`src/rtl/dsp_pkg.sv`:
```
// rtl/dsp_pkg.sv - shared DSP constants, mixer state type and NCO increment helper
package dsp_pkg;

   localparam int PHASE_QBITS = 4;

   typedef enum logic [1:0] {S_I, S_Q, S_COS, S_SIN} upmix_state_t;

   // Truncating integer division matches rtoi() of the real-valued expression.
   function automatic int phase_inc(input int lut_abits, input int freq, input int samp_rate);
      longint num;
      num = longint'(freq) << (lut_abits + PHASE_QBITS);
      return int'(num / longint'(samp_rate));
   endfunction

endpackage

```
`src/rtl/sine_lut.sv`:
```
// rtl/sine_lut.sv - SineLut: full-wave sine ROM, Q1.QBITS samples, one-cycle registered read
module SineLut #(
   parameter int ABITS = 8,
   parameter int QBITS = 15
) (
   input  logic                    clk,
   input  logic [ABITS-1:0]        addr_i,
   output logic signed [QBITS:0]   data_o
);

   localparam int     DEPTH   = 1 << ABITS;
   localparam int     QDEPTH  = DEPTH / 4;
   localparam longint ONE     = 64'sd1 << 30;
   localparam longint PI_HALF = 64'sd1686629713;

   // Quarter-wave folding plus a fixed-point Taylor series keeps the table exactly symmetric.
   function automatic longint sine_entry(input int a);
      int     quad;
      int     idx;
      longint x;
      longint term;
      longint acc;
      longint mag;
      quad = a / QDEPTH;
      idx  = a % QDEPTH;
      if (quad % 2 == 1) idx = QDEPTH - idx;
      x    = PI_HALF * longint'(idx) / longint'(QDEPTH);
      term = x;
      acc  = x;
      for (int k = 1; k <= 10; k++) begin
         term = -((((term * x) / ONE) * x) / ONE) / longint'((2 * k) * (2 * k + 1));
         acc  = acc + term;
      end
      mag = (acc * ((longint'(1) << QBITS) - 1) + ONE / 2) / ONE;
      return (quad >= 2) ? -mag : mag;
   endfunction

   logic signed [QBITS:0] rom [DEPTH];

   for (genvar a = 0; a < DEPTH; a++) begin : g_rom
      localparam longint VAL = sine_entry(a);
      assign rom[a] = VAL[QBITS:0];
   end

   always_ff @(posedge clk) begin
      data_o <= rom[addr_i];
   end

endmodule

```
`src/rtl/iq_upmixer.sv`:
```
// rtl/iq_upmixer.sv - interleaved I/Q to real upconverter, y = I*cos - Q*sin against an internal NCO
// Optional IQ_UPMIX_SAT_EN: clamp the output instead of two's-complement wrap.
module iq_upmixer
   import dsp_pkg::*;
#(
   parameter int DW        = 16,
   parameter int SAMP_RATE = 48000,
   parameter int FREQ      = 12000,
   parameter int LUT_ABITS = 8
) (
   input  logic                 clk,
   input  logic                 rst,
   input  logic signed [DW-1:0] data_i,
   input  logic                 valid_i,
   input  logic                 last_i,
   output logic                 ready_o,
   output logic signed [DW-1:0] data_o,
   output logic                 valid_o,
   output logic                 err_o
);

   localparam int             PW        = LUT_ABITS + PHASE_QBITS;
   localparam logic [PW-1:0]  PHASE_INC = PW'(phase_inc(LUT_ABITS, FREQ, SAMP_RATE));
   localparam logic [PW-1:0]  QUARTER   = PW'(1) << (PW - 2);

   upmix_state_t            state_q, state_d;
   logic [PW-1:0]           phase_q, phase_d;
   logic signed [DW-1:0]    i_q, i_d;
   logic signed [DW-1:0]    q_q, q_d;
   logic signed [2*DW-1:0]  prod_q, prod_d;
   logic signed [DW-1:0]    data_q, data_d;
   logic                    valid_q, valid_d;
   logic                    err_q, err_d;

   logic [LUT_ABITS-1:0]    sin_addr;
   logic [LUT_ABITS-1:0]    cos_addr;
   logic [LUT_ABITS-1:0]    lut_addr;
   logic signed [DW-1:0]    lut_data;
   logic signed [2*DW:0]    q_prod;
   logic signed [2*DW:0]    diff;
   logic signed [2*DW:0]    shifted;
   logic signed [DW-1:0]    result;

   // Adding QUARTER only touches the address field, so the offset is applied there.
   assign sin_addr = phase_q[PW-1 -: LUT_ABITS];
   assign cos_addr = sin_addr + QUARTER[PW-1 -: LUT_ABITS];
   assign lut_addr = (state_q == S_COS) ? sin_addr : cos_addr;

   SineLut #(
      .ABITS (LUT_ABITS),
      .QBITS (DW - 1)
   ) u_lut (
      .clk    (clk),
      .addr_i (lut_addr),
      .data_o (lut_data)
   );

   assign q_prod  = $signed({{(DW+1){q_q[DW-1]}}, q_q}) *
                    $signed({{(DW+1){lut_data[DW-1]}}, lut_data});
   assign diff    = $signed({prod_q[2*DW-1], prod_q}) - q_prod;
   assign shifted = diff >>> (DW - 1);

`ifdef IQ_UPMIX_SAT_EN
   localparam logic signed [2*DW:0] SAT_MAX = {{(DW+2){1'b0}}, {(DW-1){1'b1}}};
   localparam logic signed [2*DW:0] SAT_MIN = {{(DW+2){1'b1}}, {(DW-1){1'b0}}};

   always_comb begin
      result = shifted[DW-1:0];
      if (shifted > SAT_MAX)
         result = SAT_MAX[DW-1:0];
      else if (shifted < SAT_MIN)
         result = SAT_MIN[DW-1:0];
   end
`else
   logic unused_hi;
   assign unused_hi = ^shifted[2*DW:DW];
   assign result    = shifted[DW-1:0];
`endif

   assign ready_o = (state_q == S_I) || (state_q == S_Q);

   always_comb begin
      state_d = state_q;
      phase_d = phase_q;
      i_d     = i_q;
      q_d     = q_q;
      prod_d  = prod_q;
      data_d  = data_q;
      valid_d = 1'b0;
      err_d   = 1'b0;
      unique case (state_q)
         S_I: begin
            if (valid_i) begin
               if (last_i) begin
                  err_d = 1'b1;
               end else begin
                  i_d     = data_i;
                  state_d = S_Q;
               end
            end
         end
         S_Q: begin
            if (valid_i) begin
               if (last_i) begin
                  q_d     = data_i;
                  state_d = S_COS;
               end else begin
                  i_d   = data_i;
                  err_d = 1'b1;
               end
            end
         end
         S_COS: begin
            err_d   = valid_i;
            prod_d  = $signed({{DW{i_q[DW-1]}}, i_q}) *
                      $signed({{DW{lut_data[DW-1]}}, lut_data});
            state_d = S_SIN;
         end
         S_SIN: begin
            err_d   = valid_i;
            data_d  = result;
            valid_d = 1'b1;
            phase_d = phase_q + PHASE_INC;
            state_d = S_I;
         end
         default: state_d = S_I;
      endcase
   end

   always_ff @(posedge clk) begin
      if (!rst) begin
         state_q <= S_I;
         phase_q <= '0;
         i_q     <= '0;
         q_q     <= '0;
         prod_q  <= '0;
         data_q  <= '0;
         valid_q <= 1'b0;
         err_q   <= 1'b0;
      end else begin
         state_q <= state_d;
         phase_q <= phase_d;
         i_q     <= i_d;
         q_q     <= q_d;
         prod_q  <= prod_d;
         data_q  <= data_d;
         valid_q <= valid_d;
         err_q   <= err_d;
      end
   end

   assign data_o  = data_q;
   assign valid_o = valid_q;
   assign err_o   = err_q;

endmodule

```
`config.mk`:
```
export PLATFORM = sky130hd
export DESIGN_NAME = iq_upmixer
export DESIGN_NICKNAME = d
export VERILOG_FILES = /design/src/rtl/dsp_pkg.sv /design/src/rtl/sine_lut.sv /design/src/rtl/iq_upmixer.sv
export SDC_FILE = /design/constraint.sdc
export NUM_CORES = 1
export LEC_CHECK = 0
export BUFFER_PORTS_ARGS = -buffer_cell sky130_fd_sc_hd__buf_2
export CORE_MARGIN = 2
export CORE_UTILIZATION = 50
export CTS_CLUSTER_SIZE = 40
export DETAILED_ROUTE_END_ITERATION = 10
export PLACE_DENSITY = 0.68
export REMOVE_ABC_BUFFERS = 1
export SLEW_MARGIN = 40
export SYNTH_ARGS = -nofsm -noshare
export SYNTH_HDL_FRONTEND = slang
export SYNTH_SLANG_ARGS = --single-unit
```
`constraint.sdc`:
```
create_clock -name clk -period 7.1 [get_ports clk]
set_input_delay 0.71 -clock clk [delete_from_list [all_inputs] [get_ports clk]]
set_output_delay 0.71 -clock clk [all_outputs]
set_load 0.01 [all_outputs]
```
==> results of run 1 <==
## sequential cells by signal, indices dropped and copies added, names as in the netlist
register      cells
state_q           2
prod_q           31
phase_q           2
i_q              16
err_o             1
valid_o           1
data_o           16
q_q              16
u_lut.data_o      3
## worst max-delay path: stages, from the launching register on
cell and delay, ns:
dfxtp_4 0.41, buf_4 0.21, nand2_1 0.13, inv_1 0.18
fa_1 0.63, inv_1 0.17, fa_1 0.56, inv_1 0.05
fa_1 0.51, inv_1 0.06, fa_1 0.44, fa_1 0.52
inv_1 0.05, fa_1 0.47, inv_1 0.04, ha_1 0.34
and3_1 0.18, and3_1 0.19, nand4_1 0.13, o311a_2 0.30
a211oi_2 0.12, a31o_1 0.27, o31a_1 0.30, a2111o_1 0.42
nand3_1 0.08
## layout make-up
cell class / instances / area [sq um] / share of cell area
Clock buffer: 9 / 225 / 0.0117
Timing Repair Buffer: 64 / 394 / 0.0205
Sequential cell: 88 / 1770 / 0.0919
Multi-Input combinational cell: 1195 / 14000 / 0.727
Inverter: 580 / 2180 / 0.113
Tap cell: 461 / 577 / 0.0300
Clock inverter: 7 / 111 / 0.00580
## through the flow
step	setup TNS (ns)	hold WS, ns	instance area (sq um)	worst slack (ns)
4_1_cts	0	0.444	19200	0.170
5_1_grt	0	0.477	19200	0.0119
3_5_place_dp	-0.319	0.436	18800	-0.172
2_1_floorplan	-1.60	0.426	17900	-0.555
3_3_place_gp	-0.190	0.447	18800	-0.126
6_report	0	0.449	19200	0.272
## what timing repair did
item	in CTS	in global routing
setup buffers	0	0
setup endpoints to repair	4	7
gates cloned	0	0
gates resized for setup	2	7
## Yosys cell counts (all sizes together) (2+ instances only)
cell	count	area (sq um)
a2111oi	3	32.5
a211oi	12	105
a21boi	19	143
a21o	15	113
a21oi	53	265
a22oi	3	22.5
a31oi	7	43.8
and2	59	372
and3	9	56.3
buf	4	16.3
clkbuf	41	154
dfxtp	88	1760
fa	396	7930
ha	173	2160
inv	580	2180
mux2i	28	280
nand2	115	432
nand2b	14	87.6
nand3	14	70.1
nand3b	6	45.0
nand4	5	31.3
nand4b	4	35.0
nor2	65	244
nor2b	24	150
nor3	9	50.1
o211ai	8	60.1
o21a	8	60.1
o21ai	30	150
o21bai	4	30.0
o22ai	5	31.3
o2bb2ai	2	17.5
o311a	3	31.3
o311ai	4	35.0
o31ai	6	45.0
or2	3	18.8
or3	4	25.0
xnor2	50	438
xor2	17	149
## cells by family after synthesis
family / count (synthesis) / synth area share
AOI/OAI and AO/OA: 194 / 0.0723
xor gates and xnor gates: 67 / 0.0325
adders and majority gates: 570 / 0.560
buffers and inverters: 625 / 0.130
DFF: 88 / 0.0977
muxes: 28 / 0.0155
and+or+nand+nor: 336 / 0.0919
## final timing paths
path / to / cells past startpoint
max: data_o[15] / 24
min: u_lut.data_o[13] / 1
max reg2reg: data_o[15] / 24
min reg2reg: u_lut.data_o[13] / 1
## cells in the final DEF (no fill, tap or decap), types with 29 or more instances in the layout
| cell type | Yosys | routed |
|---|---|---|
| a21oi_1 | 53 | 52 |
| and2_1 | 58 | 57 |
| buf_2 | 1 | 37 |
| dfxtp_1 | 88 | 87 |
| fa_1 | 396 | 395 |
| ha_1 | 173 | 172 |
| inv_1 | 580 | 580 |
| nand2_1 | 115 | 115 |
| nor2_1 | 65 | 65 |
| o21ai_0 | 29 | 29 |
| xnor2_1 | 50 | 50 |
## per-layer routing
metal | track usage | wire [um] | vias to the layer above
met3 | 0.0304 | 1700 | 50
li1 | - | - | 5725
met4 | 0.0648 | 1070 | 0
met1 | 0.328 | 18700 | 6149
met2 | 0.360 | 19100 | 232
met5 | 0 | 0 | -
==> impl_metrics.py, run 1 <==
metrics = {
    "clock_network": {
        "clk_pin_slew_ns": 0.07,
        "cts_root_buffer": "clkbuf_16",
        "cts_tree": "done",
        "htreeDepth": 3,
        "clock-sinks": 88,
        "cts_hold_buf": 0,
        "clockBufferDepth": 2,
        "clk_latency_ns": 0.37,
        "cts_made_buffers": 9,
    },
    "synthesis": {
        "avgSynthCellArea_sq_um": 9.45,
        "synth.distinct_cells": 64,
        "ys_ff_latch": 88,
        "netlist_instances": 1908,
        "synth_edf_count": 0,
        "synth_async_sr_flop_share": 0,
        "syn-cell-area_sq_um": 18000,
        "yosysSeqAreaShare": 0.0977,
        "yosysWarnings": 0,
        "ys.flop_type": "dfxtp_1",
    },
    "timing": {
        "slew_headroom": 0.498,
        "finClkSkew_ns": 0.00949,
        "max_freq_ghz": 0.146,
        "setup_viol": 0,
        "drv_slew": 0,
        "period_minus_slack_ns": 6.83,
        "finalCritPeriodShare": 0.962,
        "rsz0062_at_grt": "false",
        "hold_viol": 0,
        "worst_slew_pin_slew_ns": 0.751,
    },
    "run": {
        "max_cap_viol_count": 0,
    },
    "critical_path": {
        "critPathLaunchType": "register",
        "r2r_slack_ns": 0.27,
        "cp.required_ns": 7.42,
        "critPathLaunch": "u_lut.data_o[13]",
        "worstPathArrival_ns": 7.14,
        "crit_fanout": 16,
        "endpoint_kind": "register",
        "r2r_start": "u_lut.data_o[13]",
        "path_class": "reg2reg",
    },
    "placement": {
        "port_buffers": 38,
        "gp_congestion": 0.930,
        "dp.cells": 2387,
        "dp_hpwl_mm": 35.9,
    },
    "global_routing": {
        "grt_util_all_layers": 0.227,
        "grt_pass1_wl_mm": 67.0,
        "grt_pass1_vias": 12900,
        "antenna_found_initial": 0,
        "overflow": 0,
        "grt_max_degree": 60,
    },
    "route": {
        "via_per_inst": 5.06,
        "drt-pass1-iter-count": 5,
        "drt-initial-drc-count": 641,
        "drc": 0,
        "route.vias.total": 12200,
        "drtAntennaViolNets": 0,
        "post_drt_wl_per_cell_um": 16.9,
        "drt-total-wl_mm": 40.5,
    },
    "final_layout": {
        "synthToLayoutAreaGrowth_pct": 6.46,
        "layout.nets": 2527,
        "drive_gt1_frac": 0.0504,
        "utilization": 0.540,
        "fin_cells": 2404,
        "n_fill_cell": 3269,
        "diodes": 0,
    },
    "die": {
        "die_area_sq_um": 37600,
        "design.core.area_sq_um": 35600,
        "die_y_um": 194,
        "start_util": 0.507,
        "io_pins": 39,
        "row_count": 69,
        "die_w_um": 194,
    },
    "hold_path": {
        "holdCritStartpoint": "phase_q[11]",
        "hold_path_class": "reg2reg",
    },
    "status": {
        "status": "finished clean",
    },
}
Power of run 1 is not shown: default switching activity piles up to over one toggle a cycle in this logic, so the estimate is an artifact.
==> run 2, diff against run 1 <==
--- a/config.mk
+++ b/config.mk
@@ -5,6 +5,7 @@
 export SDC_FILE = /design/constraint.sdc
 export NUM_CORES = 1
 export LEC_CHECK = 0
+export ABC_AREA = 1
 export BUFFER_PORTS_ARGS = -buffer_cell sky130_fd_sc_hd__buf_2
 export CORE_MARGIN = 2
 export CORE_UTILIZATION = 50
==> run 2 against run 1 <==
Effect of this change: cell area rose by 6.4%; register-to-register slack improved by 0.25 ns; maximum frequency rose by 3.8%; via count rose by 24%; routed wire length rose by 29%; first-iteration DRC count rose by 82%; critical path type unchanged; largest cell class unchanged.
==> impl_metrics.py, run 2 <==
metrics = {
    "status": {
        "status": "finished clean",
    },
    "final_layout": {
        "regArea_sq_um": 1760,
        "final_area_sq_um": 20400,
        "fin_cells": 2973,
        "n_fill_cell": 3712,
        "layout.nets": 3046,
        "diodes": 0,
        "drive_gt1_frac": 0.0374,
        "multiInputGateArea_sq_um": 14500,
        "largest_reg_flops": 31,
        "final_common_cell": "inv_1",
        "synthToLayoutAreaGrowth_pct": 5.78,
        "most-common-layout-cells": "inv_1 (768), fa_1 (396), nand2_1 (350)",
        "top_register": "prod_q",
    },
    "synthesis": {
        "ys_top_cells_by_count": "inv_1 (770), fa_1 (396), nand2_1 (350)",
        "netlist_instances": 2428,
        "synth_fa_ha_area_frac": 0.522,
        "synth.area.mux_share": 0,
        "ys_ff_latch": 88,
        "yosys-top-cells-area": "fa_1 (41%), inv_1 (15%), ha_1 (11%), dfxtp_1 (9.1%), nand2_1 (6.8%)",
        "avgSynthCellArea_sq_um": 7.96,
        "synth_compound_area_frac": 0.0706,
        "synth.distinct_cells": 39,
        "synth-simple-area-share": 0.142,
        "synth-xor-area-share": 0.0145,
        "syn-cell-area_sq_um": 19300,
        "synth_edf_count": 0,
        "yosysWarnings": 0,
        "ys.flop_type": "dfxtp_1",
        "post-synth-top-area-cell": "fa_1",
        "synth_top_family_by_area": "adder cells",
        "yosysTopAreaCellShare": 0.410,
        "yosysSeqAreaShare": 0.0912,
        "synth_async_sr_flop_share": 0,
        "synth.most_common_cell": "inv_1",
    },
    "timing": {
        "rsz0062_at_grt": "false",
        "worst_slew_pin_slew_ns": 0.820,
        "holdWs_ns": 0.424,
        "period_minus_slack_ns": 6.58,
        "tns_ns": 0,
        "finClkSkew_ns": 0.00713,
        "finalCritPeriodShare": 0.927,
        "slew_headroom": 0.452,
        "max_freq_ghz": 0.152,
        "drv_slew": 0,
        "setup_viol": 0,
        "hold_viol": 0,
    },
    "critical_path": {
        "crit_fanout": 24,
        "worstPathArrival_ns": 6.87,
        "max_stage_delay_ns": 0.73,
        "slowest_stage": "dfxtp_1",
        "rr_worst_depth": 20,
        "critPathLaunch": "u_lut.data_o[15]",
        "path_class": "reg2reg",
        "endpoint_kind": "register",
        "critPathLaunchType": "register",
        "path_cells": "inv_2 -> or2_2 -> fa_1 -> inv_1 -> fa_1 -> fa_1 -> fa_1 -> fa_1 -> inv_1 -> fa_1 -> inv_1 -> ha_1 -> a21oi_1 -> o21ai_0 -> a21oi_1 -> or2_1 -> nand4_1 -> nand3_1 -> nand2_1 -> inv_1",
        "r2r_start": "u_lut.data_o[15]",
        "crit_top_cell": "fa_1",
        "cp.required_ns": 7.39,
    },
    "global_routing": {
        "overflow": 0,
        "grt_max_degree": 51,
        "grt_pass1_vias": 16000,
        "grt_util_met2": 0.430,
        "grt_util_all_layers": 0.277,
        "antenna_found_initial": 0,
        "groute.layer.met3.usage": 0.0511,
        "grt_pass1_wl_mm": 85.8,
        "grt-busiest-layer": "met2",
        "grtUsageMet1": 0.407,
    },
    "die": {
        "die_area_sq_um": 40200,
        "die_w_um": 201,
        "die_y_um": 201,
        "design.core.area_sq_um": 37800,
        "io_pins": 39,
        "row_count": 71,
        "start_util": 0.510,
    },
    "route": {
        "drc": 0,
        "drt-total-wl_mm": 52.2,
        "drt-pass1-iter-count": 5,
        "via_per_inst": 5.06,
        "drtAntennaViolNets": 0,
        "route.vias.total": 15000,
        "post_drt_wl_per_cell_um": 17.5,
        "drt-initial-drc-count": 1165,
    },
    "clock_network": {
        "clk_latency_ns": 0.38,
        "clock-sinks": 88,
        "post-cts-setup-buffers": 0,
        "clk_pin_slew_ns": 0.07,
        "cts_hold_buf": 0,
        "cts_tree": "done",
        "cts.repair.resized": 0,
        "cts_made_buffers": 9,
        "cts_root_buffer": "clkbuf_16",
        "htreeDepth": 3,
        "clockBufferDepth": 2,
    },
    "placement": {
        "gp_congestion": 0.987,
        "place_area_sq_um": 20100,
        "port_buffers": 38,
        "dp.cells": 2957,
        "dp_hpwl_mm": 45.6,
    },
    "run": {
        "max_cap_viol_count": 0,
    },
    "hold_path": {
        "min_path_cells": 1,
        "holdCritStartpoint": "phase_q[11]",
        "hold_path_class": "reg2reg",
    },
}
[run 2: cell count changes after synthesis, sizes merged, moves of 28 or more]
cell,delta
xnor2,-39
nand2,+238
nor2,+125
a21oi,+67
and2,-57
inv,+192
nand3,+74
mux2i,-28
o21ai,+72
[run 2: cell type report]
class / instances / area share
Clock buffer: 10 / 0.0112
Clock inverter: 6 / 0.00276
Inverter: 774 / 0.142
Multi-Input combinational cell: 1525 / 0.709
Sequential cell: 88 / 0.0862
Tap cell: 511 / 0.0313
Timing Repair Buffer: 59 / 0.0176
[run 2: per-layer routing]
layer  wire length, um  share of wire
met3              3960          0.076
met2             22800           0.44
met4              1010          0.019
met1             24400           0.47
met5                 0              0
[run 2: cell families after synthesis]
group | count (synthesis)
xor+xnor | 32
flops | 88
fa+ha+maj | 569
simple gates | 669
buf+inv | 815
compound gates | 255
[run 2: worst max-delay path: cells and delay by family (launching register included)]
| family | cells | cell delay, ns |
|---|---|---|
| AO/OA/AOI/OAI | 3 | 0.78 |
| AND/OR/NAND/NOR | 5 | 0.95 |
| flip-flops | 1 | 0.73 |
| buffers and inverters | 5 | 0.64 |
| adder cells (fa/ha/maj) | 7 | 3.38 |
[run 2: stage by stage]
stage | setup WS (ns) | util
global route | 0.297 | 0.540
global placement | 0.181 | 0.532
floorplan | 0.437 | -
CTS | 0.578 | 0.540
detailed placement | 0.633 | 0.532
finish | 0.519 | 0.540
[run 2: final timing paths]
path                                          to  slack, ns
worst max-delay path                  prod_q[26]       0.52
worst min-delay path            u_lut.data_o[13]       0.42
worst max register to register        prod_q[26]       0.52
worst min register to register  u_lut.data_o[13]       0.42
Power of run 2 is left out for the same reason.
